--- src/rtl/collatz_pkg.sv ---
// Shared encodings for the Collatz sequencer: FSM states, datapath select codes,
// ALU opcodes, shifter modes and the packed control word driven onto uDATAPATH.
package collatz_pkg;

  localparam int unsigned DEC_W = 3;
  localparam int unsigned MUX_W = 3;
  localparam int unsigned ALU_W = 4;
  localparam int unsigned SH_W  = 2;

  typedef enum logic [3:0] {
    S_IDLE,
    S_LOAD_A,
    S_LOAD_W,
    S_TEST,
    S_EV_A,
    S_EV_SH,
    S_EV_W,
    S_OD_A1,
    S_OD_W1,
    S_OD_A2,
    S_OD_W2,
    S_OD_A3,
    S_OD_W3,
    S_DONE,
    S_ERROR
  } state_t;

  localparam logic [DEC_W-1:0] SEL_R0   = 3'd0;
  localparam logic [DEC_W-1:0] SEL_R1   = 3'd1;
  localparam logic [DEC_W-1:0] SEL_R2   = 3'd2;
  localparam logic [DEC_W-1:0] SEL_R3   = 3'd3;
  localparam logic [DEC_W-1:0] SEL_NONE = 3'd7;

  localparam logic [MUX_W-1:0] MUX_R0     = 3'd0;
  localparam logic [MUX_W-1:0] MUX_R1     = 3'd1;
  localparam logic [MUX_W-1:0] MUX_R2     = 3'd2;
  localparam logic [MUX_W-1:0] MUX_R3     = 3'd3;
  localparam logic [MUX_W-1:0] MUX_FIXED0 = 3'd4;
  localparam logic [MUX_W-1:0] MUX_FIXED1 = 3'd5;

  localparam logic [ALU_W-1:0] ALU_PASSA = 4'd0;
  localparam logic [ALU_W-1:0] ALU_ADD   = 4'd1;
  localparam logic [ALU_W-1:0] ALU_INCA  = 4'd2;

  localparam logic [SH_W-1:0] SH_HOLD  = 2'b11;
  localparam logic [SH_W-1:0] SH_RIGHT = 2'b01;
  localparam logic [SH_W-1:0] SH_LEFT  = 2'b10;

  typedef struct packed {
    logic [DEC_W-1:0] clr_sel;
    logic [DEC_W-1:0] ld_sel;
    logic [MUX_W-1:0] mux_a;
    logic [MUX_W-1:0] mux_b;
    logic [ALU_W-1:0] alu;
    logic             sh_clr_n;
    logic             sh_ld_n;
    logic [SH_W-1:0]  sh_mode;
  } ctrl_t;

  localparam ctrl_t CTRL_NOP = '{
    clr_sel:  SEL_NONE,
    ld_sel:   SEL_NONE,
    mux_a:    MUX_R0,
    mux_b:    MUX_R0,
    alu:      ALU_PASSA,
    sh_clr_n: 1'b1,
    sh_ld_n:  1'b1,
    sh_mode:  SH_HOLD
  };

  // Resting states: start is only accepted here and busy is low.
  function automatic logic is_rest(input state_t s);
    return (s == S_IDLE) || (s == S_DONE) || (s == S_ERROR);
  endfunction

endpackage

--- src/rtl/collatz_ctrl_rom.sv ---
// Combinational state -> datapath control word table.
// Each datapath op takes two cycles: ALU result into the shifter, then shifter into Rx.
module collatz_ctrl_rom
  import collatz_pkg::*;
(
  input  state_t state_i,
  output ctrl_t  ctrl_o
);

  always_comb begin
    ctrl_o = CTRL_NOP;
    case (state_i)
      S_LOAD_A: begin
        ctrl_o.mux_a   = MUX_FIXED0;
        ctrl_o.alu     = ALU_PASSA;
        ctrl_o.sh_ld_n = 1'b0;
      end
      S_LOAD_W: ctrl_o.ld_sel = SEL_R3;
      S_EV_A: begin
        ctrl_o.mux_a   = MUX_R3;
        ctrl_o.alu     = ALU_PASSA;
        ctrl_o.sh_ld_n = 1'b0;
      end
      S_EV_SH: ctrl_o.sh_mode = SH_RIGHT;
      S_EV_W:  ctrl_o.ld_sel  = SEL_R3;
      S_OD_A1: begin
        ctrl_o.mux_a   = MUX_R3;
        ctrl_o.mux_b   = MUX_R3;
        ctrl_o.alu     = ALU_ADD;
        ctrl_o.sh_ld_n = 1'b0;
      end
      S_OD_W1: ctrl_o.ld_sel = SEL_R1;
      S_OD_A2: begin
        ctrl_o.mux_a   = MUX_R1;
        ctrl_o.mux_b   = MUX_R3;
        ctrl_o.alu     = ALU_ADD;
        ctrl_o.sh_ld_n = 1'b0;
      end
      S_OD_W2: ctrl_o.ld_sel = SEL_R1;
      S_OD_A3: begin
        ctrl_o.mux_a   = MUX_R1;
        ctrl_o.alu     = ALU_INCA;
        ctrl_o.sh_ld_n = 1'b0;
      end
      S_OD_W3: ctrl_o.ld_sel = SEL_R3;
      default: ctrl_o = CTRL_NOP;
    endcase
  end

endmodule

--- src/rtl/collatz_sequencer.sv ---
// Collatz control FSM driving uDATAPATH: loads n into R3, iterates n/2 or 3n+1 until 1,
// counting steps and flagging n==0 or 8-bit overflow.
module collatz_sequencer
  import collatz_pkg::*;
#(
  parameter int unsigned DATAWIDTH_BUS               = 8,
  parameter int unsigned DATAWIDTH_DECODER_SELECTION = 3,
  parameter int unsigned DATAWIDTH_MUX_SELECTION     = 3,
  parameter int unsigned DATAWIDTH_ALU_SELECTION     = 4,
  parameter int unsigned STEPS_WIDTH                 = 8
) (
  input  logic                                   uCOLLATZ_CLOCK_50,
  input  logic                                   uCOLLATZ_RESET_InHigh,
  input  logic                                   uCOLLATZ_start_InHigh,
  input  logic [DATAWIDTH_BUS-1:0]               uCOLLATZ_data_InBUS,
  input  logic                                   uCOLLATZ_carry_InLow,
  output logic [DATAWIDTH_DECODER_SELECTION-1:0] uCOLLATZ_decoderclearselection_OutBUS,
  output logic [DATAWIDTH_DECODER_SELECTION-1:0] uCOLLATZ_decoderloadselection_OutBUS,
  output logic [DATAWIDTH_MUX_SELECTION-1:0]     uCOLLATZ_muxselectionBUSA_OutBUS,
  output logic [DATAWIDTH_MUX_SELECTION-1:0]     uCOLLATZ_muxselectionBUSB_OutBUS,
  output logic [DATAWIDTH_ALU_SELECTION-1:0]     uCOLLATZ_aluselection_OutBUS,
  output logic                                   uCOLLATZ_regSHIFTERclear_OutLow,
  output logic                                   uCOLLATZ_regSHIFTERload_OutLow,
  output logic [1:0]                             uCOLLATZ_regSHIFTERshiftselection_OutLow,
  output logic                                   uCOLLATZ_busy_OutHigh,
  output logic                                   uCOLLATZ_done_OutHigh,
  output logic                                   uCOLLATZ_error_OutHigh,
  output logic [STEPS_WIDTH-1:0]                 uCOLLATZ_steps_OutBUS
);

  state_t                 state_q, state_d;
  ctrl_t                  ctrl_q, ctrl_d;
  logic                   busy_q, done_q, error_q;
  logic [STEPS_WIDTH-1:0] steps_q, steps_d;
  logic                   start_ok;

  assign start_ok = is_rest(state_q) && uCOLLATZ_start_InHigh;

  always_comb begin
    state_d = state_q;
    case (state_q)
      S_IDLE, S_DONE, S_ERROR: if (uCOLLATZ_start_InHigh) state_d = S_LOAD_A;
      S_LOAD_A: state_d = S_LOAD_W;
      S_LOAD_W: state_d = S_TEST;
      S_TEST: begin
        if (uCOLLATZ_data_InBUS == '0)                          state_d = S_ERROR;
        else if (uCOLLATZ_data_InBUS == DATAWIDTH_BUS'(1))      state_d = S_DONE;
        else if (!uCOLLATZ_data_InBUS[0])                       state_d = S_EV_A;
        else                                                    state_d = S_OD_A1;
      end
      S_EV_A:  state_d = S_EV_SH;
      S_EV_SH: state_d = S_EV_W;
      S_EV_W:  state_d = S_TEST;
      // Carry out of any 3n+1 partial sum aborts before the result reaches a register.
      S_OD_A1: state_d = uCOLLATZ_carry_InLow ? S_OD_W1 : S_ERROR;
      S_OD_W1: state_d = S_OD_A2;
      S_OD_A2: state_d = uCOLLATZ_carry_InLow ? S_OD_W2 : S_ERROR;
      S_OD_W2: state_d = S_OD_A3;
      S_OD_A3: state_d = uCOLLATZ_carry_InLow ? S_OD_W3 : S_ERROR;
      S_OD_W3: state_d = S_TEST;
      default: state_d = S_IDLE;
    endcase
  end

  always_comb begin
    steps_d = steps_q;
    if (start_ok) begin
      steps_d = '0;
    end else if ((state_q == S_EV_W || state_q == S_OD_W3) && steps_q != '1) begin
      steps_d = steps_q + STEPS_WIDTH'(1);
    end
  end

  // Decoding the next state keeps the registered control word aligned with state_q.
  collatz_ctrl_rom u_rom (
    .state_i (state_d),
    .ctrl_o  (ctrl_d)
  );

  always_ff @(posedge uCOLLATZ_CLOCK_50) begin
    if (uCOLLATZ_RESET_InHigh) begin
      state_q <= S_IDLE;
      ctrl_q  <= CTRL_NOP;
      busy_q  <= 1'b0;
      done_q  <= 1'b0;
      error_q <= 1'b0;
      steps_q <= '0;
    end else begin
      state_q <= state_d;
      ctrl_q  <= ctrl_d;
      busy_q  <= !is_rest(state_d);
      done_q  <= (state_d == S_DONE);
      error_q <= (state_d == S_ERROR);
      steps_q <= steps_d;
    end
  end

  assign uCOLLATZ_decoderclearselection_OutBUS    = DATAWIDTH_DECODER_SELECTION'(ctrl_q.clr_sel);
  assign uCOLLATZ_decoderloadselection_OutBUS     = DATAWIDTH_DECODER_SELECTION'(ctrl_q.ld_sel);
  assign uCOLLATZ_muxselectionBUSA_OutBUS         = DATAWIDTH_MUX_SELECTION'(ctrl_q.mux_a);
  assign uCOLLATZ_muxselectionBUSB_OutBUS         = DATAWIDTH_MUX_SELECTION'(ctrl_q.mux_b);
  assign uCOLLATZ_aluselection_OutBUS             = DATAWIDTH_ALU_SELECTION'(ctrl_q.alu);
  assign uCOLLATZ_regSHIFTERclear_OutLow          = ctrl_q.sh_clr_n;
  assign uCOLLATZ_regSHIFTERload_OutLow           = ctrl_q.sh_ld_n;
  assign uCOLLATZ_regSHIFTERshiftselection_OutLow = ctrl_q.sh_mode;
  assign uCOLLATZ_busy_OutHigh                    = busy_q;
  assign uCOLLATZ_done_OutHigh                    = done_q;
  assign uCOLLATZ_error_OutHigh                   = error_q;
  assign uCOLLATZ_steps_OutBUS                    = steps_q;

endmodule

--- config.mk ---
export PLATFORM = sky130hd
export DESIGN_NAME = collatz_sequencer
export DESIGN_NICKNAME = d
export VERILOG_FILES = /design/src/rtl/collatz_pkg.sv /design/src/rtl/collatz_ctrl_rom.sv /design/src/rtl/collatz_sequencer.sv
export SDC_FILE = /design/constraint.sdc
export NUM_CORES = 1
export LEC_CHECK = 0
export ABC_AREA = 0
export BUFFER_PORTS_ARGS = -buffer_cell sky130_fd_sc_hd__clkbuf_2
export CORE_MARGIN = 4
export CORE_UTILIZATION = 53
export CTS_CLUSTER_DIAMETER = 200
export DETAILED_ROUTE_END_ITERATION = 10
export GPL_ROUTABILITY_DRIVEN = 0
export PLACE_DENSITY_LB_ADDON = 0.08
export SKIP_CTS_REPAIR_TIMING = 1
export SLEW_MARGIN = 40
export SYNTH_ARGS = -nofsm -noshare
export SYNTH_HDL_FRONTEND = slang
export SYNTH_SLANG_ARGS = --single-unit
--- constraint.sdc ---
create_clock -name uCOLLATZ_CLOCK_50 -period 3.5 [get_ports uCOLLATZ_CLOCK_50]
set_input_delay 0.175 -clock uCOLLATZ_CLOCK_50 [delete_from_list [all_inputs] [get_ports uCOLLATZ_CLOCK_50]]
set_output_delay 0.175 -clock uCOLLATZ_CLOCK_50 [all_outputs]
set_load 0.05 [all_outputs]
==> impl_metrics.json <==
{
  "status": "completed",
  "ys_types": 40,
  "wl_per_cell_microns": 12.2,
  "core.rowCount": 17,
  "dr.pass1.iters": 6,
  "synth_most_common_cell": "dfxtp_1",
  "reg2reg_depth": 5,
  "rsz0062_at_grt": "false",
  "whs_path_depth": 3,
  "start_util_pct": 57.0,
  "hold_path_end": "uCOLLATZ_muxselectionBUSA_OutBUS[2]",
  "path_clk_slew_ps": 130,
  "power_mw": 0.563,
  "layout.nets": 194,
  "cts.sinks": 25,
  "finalCriticalPeriod_ps": 2070,
  "drv_cap": 0,
  "fin_util_pct": 62.9,
  "syn_inst": 153,
  "yosysWarnings": 0,
  "fin_worst_skew_ps": 4.13,
  "p_leak_nw": 0.586,
  "cts_tree": "done",
  "cp.arrival_ps": 2300,
  "synthArstFlopShare_pct": 0,
  "numCtsBuffers": 3,
  "die_width_microns": 57.3,
  "post_drt_via_cell_ratio": 5.19,
  "ant_nets": 0,
  "tightest_slew_ps": 588,
  "crit_path_end_kind": "flip-flop",
  "fin_setup_tns_ps": 0,
  "vdd_drop_max_v": 0.000180,
  "slew_violations": 0,
  "synth_area_sq_um": 1290,
  "antenna_found_initial": 0,
  "multiInputGateArea_sq_um": 671,
  "grt_max_degree": 19,
  "power_density_nw_per_um2": 397,
  "cts_root_buf": "clkbuf_4",
  "grt-ovfl-total": 0,
  "synth_flop_cell": "dfxtp_1",
  "hp-class": "input pin to flip-flop",
  "rrSetupSlack_ps": 1430,
  "start_kind": "flip-flop",
  "required_ps": 3730,
  "synth_top_area_cell": "dfxtp_1",
  "final-seq-area_sq_um": 500,
  "vias": 1079,
  "crit_type": "flip-flop to flip-flop",
  "drc": 0,
  "grt_first_pass_wirelength_microns": 4030,
  "hpwl_microns": 2010,
  "synth-edff-count": 0,
  "reg2reg_from": "state_q[3]",
  "wirelength_microns": 2530,
  "fmax_mhz": 482,
  "synth_seq_cells": 25,
  "rr_endpoint": "uCOLLATZ_regSHIFTERload_OutLow",
  "synth.top_cell.area_share_pct": 38.9,
  "grt_pass1_vias": 932,
  "insertion_delay_ps": 310,
  "synthToLayoutAreaGrowth_pct": 10.2,
  "timing.final.crit_share_pct": 59.3,
  "groute.usage.overall_pct": 15.3,
  "drt_iter0_markers": 27,
  "netlist_top_cells_count": "25 x dfxtp_1, 20 x nor2_1, 11 x a21oi_1",
  "hold_path.startpoint": "uCOLLATZ_start_InHigh",
  "drive_gt1_share_pct": 24.4,
  "max_slew_margin_pct": 60.8,
  "finalSetupViolations": 0,
  "hold_viol": 0,
  "core_sq_um": 2250,
  "seq_area_frac_synth_pct": 38.9,
  "synth.area.top_cells": "dfxtp_1 39%, buf_4 5.8%, nor2_1 5.8%",
  "die_y_microns": 57.3,
  "cts_max_path_buffers": 2,
  "boundaryPins": 43,
  "antenna_cells": 0,
  "port_buffers": 33,
  "die_area_sq_um": 3280,
  "htree_num_levels": 1,
  "fillCellCount": 228,
  "cp_max_fo": 14,
  "syn_avg_cell_area_sq_um": 8.41
}
-- registers in the layout, summed over array words and instances, names as in the netlist --
name and cells:
uCOLLATZ_regSHIFTERshiftselection_OutLow 1, uCOLLATZ_aluselection_OutBUS 2, uCOLLATZ_muxselectionBUSB_OutBUS 1, uCOLLATZ_busy_OutHigh 1
uCOLLATZ_muxselectionBUSA_OutBUS 3, uCOLLATZ_decoderloadselection_OutBUS 2, uCOLLATZ_error_OutHigh 1, uCOLLATZ_done_OutHigh 1
uCOLLATZ_regSHIFTERload_OutLow 1, uCOLLATZ_steps_OutBUS 8, state_q 4
-- critical path, stage by stage, from the launching register on --
cell	delay, ps
dfxtp_1	580
and2_1	240
o21ai_0	100
a221oi_2	550
nand3_1	260
a31o_2	250
-- worst max path at each step --
stage	startpoint	endpoint	slack [ps]	cells after the start
after floorplan	uCOLLATZ_steps_OutBUS[3]	uCOLLATZ_steps_OutBUS[7]	1690	6
final	state_q[3]	uCOLLATZ_regSHIFTERload_OutLow	1430	5
after CTS	state_q[3]	uCOLLATZ_regSHIFTERload_OutLow	1470	5
after global placement	state_q[3]	uCOLLATZ_regSHIFTERload_OutLow	1570	6
after global routing	state_q[3]	uCOLLATZ_regSHIFTERload_OutLow	1260	5
after detailed placement	state_q[3]	uCOLLATZ_regSHIFTERload_OutLow	1490	5
-- layout make-up --
| type | instances | share of cell area, % |
|---|---|---|
| tap | 28 | 2.47 |
| clock buffer | 3 | 1.59 |
| sequential | 25 | 35.3 |
| timing repair buffer | 33 | 11.7 |
| multi-input combinational | 113 | 47.3 |
| clock inverter | 1 | 0.353 |
| inverter | 5 | 1.32 |
-- stage by stage --
stage               worst slack [ps]  hold WS [ps]  instance area (sq um)  std cells
global placement                1570           510                   1390        204
CTS                             1470           162                   1420        208
floorplan                       1690           254                   1310        160
detailed placement              1490           514                   1390        204
global route                    1260           189                   1420        208
finish                          1430           172                   1420        208
-- report_power, final --
| group | total (mW) | internal, mW | switching, mW |
|---|---|---|---|
| clock | 0.127 | 0.0427 | 0.0840 |
| sequential | 0.310 | 0.295 | 0.0150 |
| combinational | 0.127 | 0.0355 | 0.0911 |
| total | 0.563 | 0.373 | 0.190 |
-- layout by cell type, fill, tap and decap left out, types with 4 or more instances in the layout --
cell	count
clkbuf_2	33
dfxtp_1	25
nor2_1	20
a21oi_1	11
nor3_1	9
conb_1	9
nand2_1	7
nand3_1	6
xnor2_1	6
nand2b_1	5
o21ai_0	5
inv_1	5
xor2_1	4
o21a_1	4
-- routing by layer --
| layer | vias up | part of all wire, % | global-route usage [%] |
|---|---|---|---|
| li1 | 558 | - | - |
| met1 | 477 | 46 | 20.6 |
| met2 | 42 | 46 | 24.6 |
| met3 | 2 | 7.4 | 1.81 |
| met4 | 0 | 0.87 | 6.95 |
| met5 | - | 0 | 0 |
-- cell families (layout without fill, tap and decap cells) --
group	count (synthesis)	in the layout	share of synthesized area, %
flip-flops	25	25	38.9
multiplexers	1	1	0.778
XOR/XNOR	10	10	6.81
AO/OA/AOI/OAI	31	31	15.7
buffers and inverters	22	42	11.0
adder cells (fa/ha/maj)	1	1	0.973
AND/OR/NAND/NOR	61	61	25.3
other	2	9	0.584
Power figures use the tool's default switching activity.
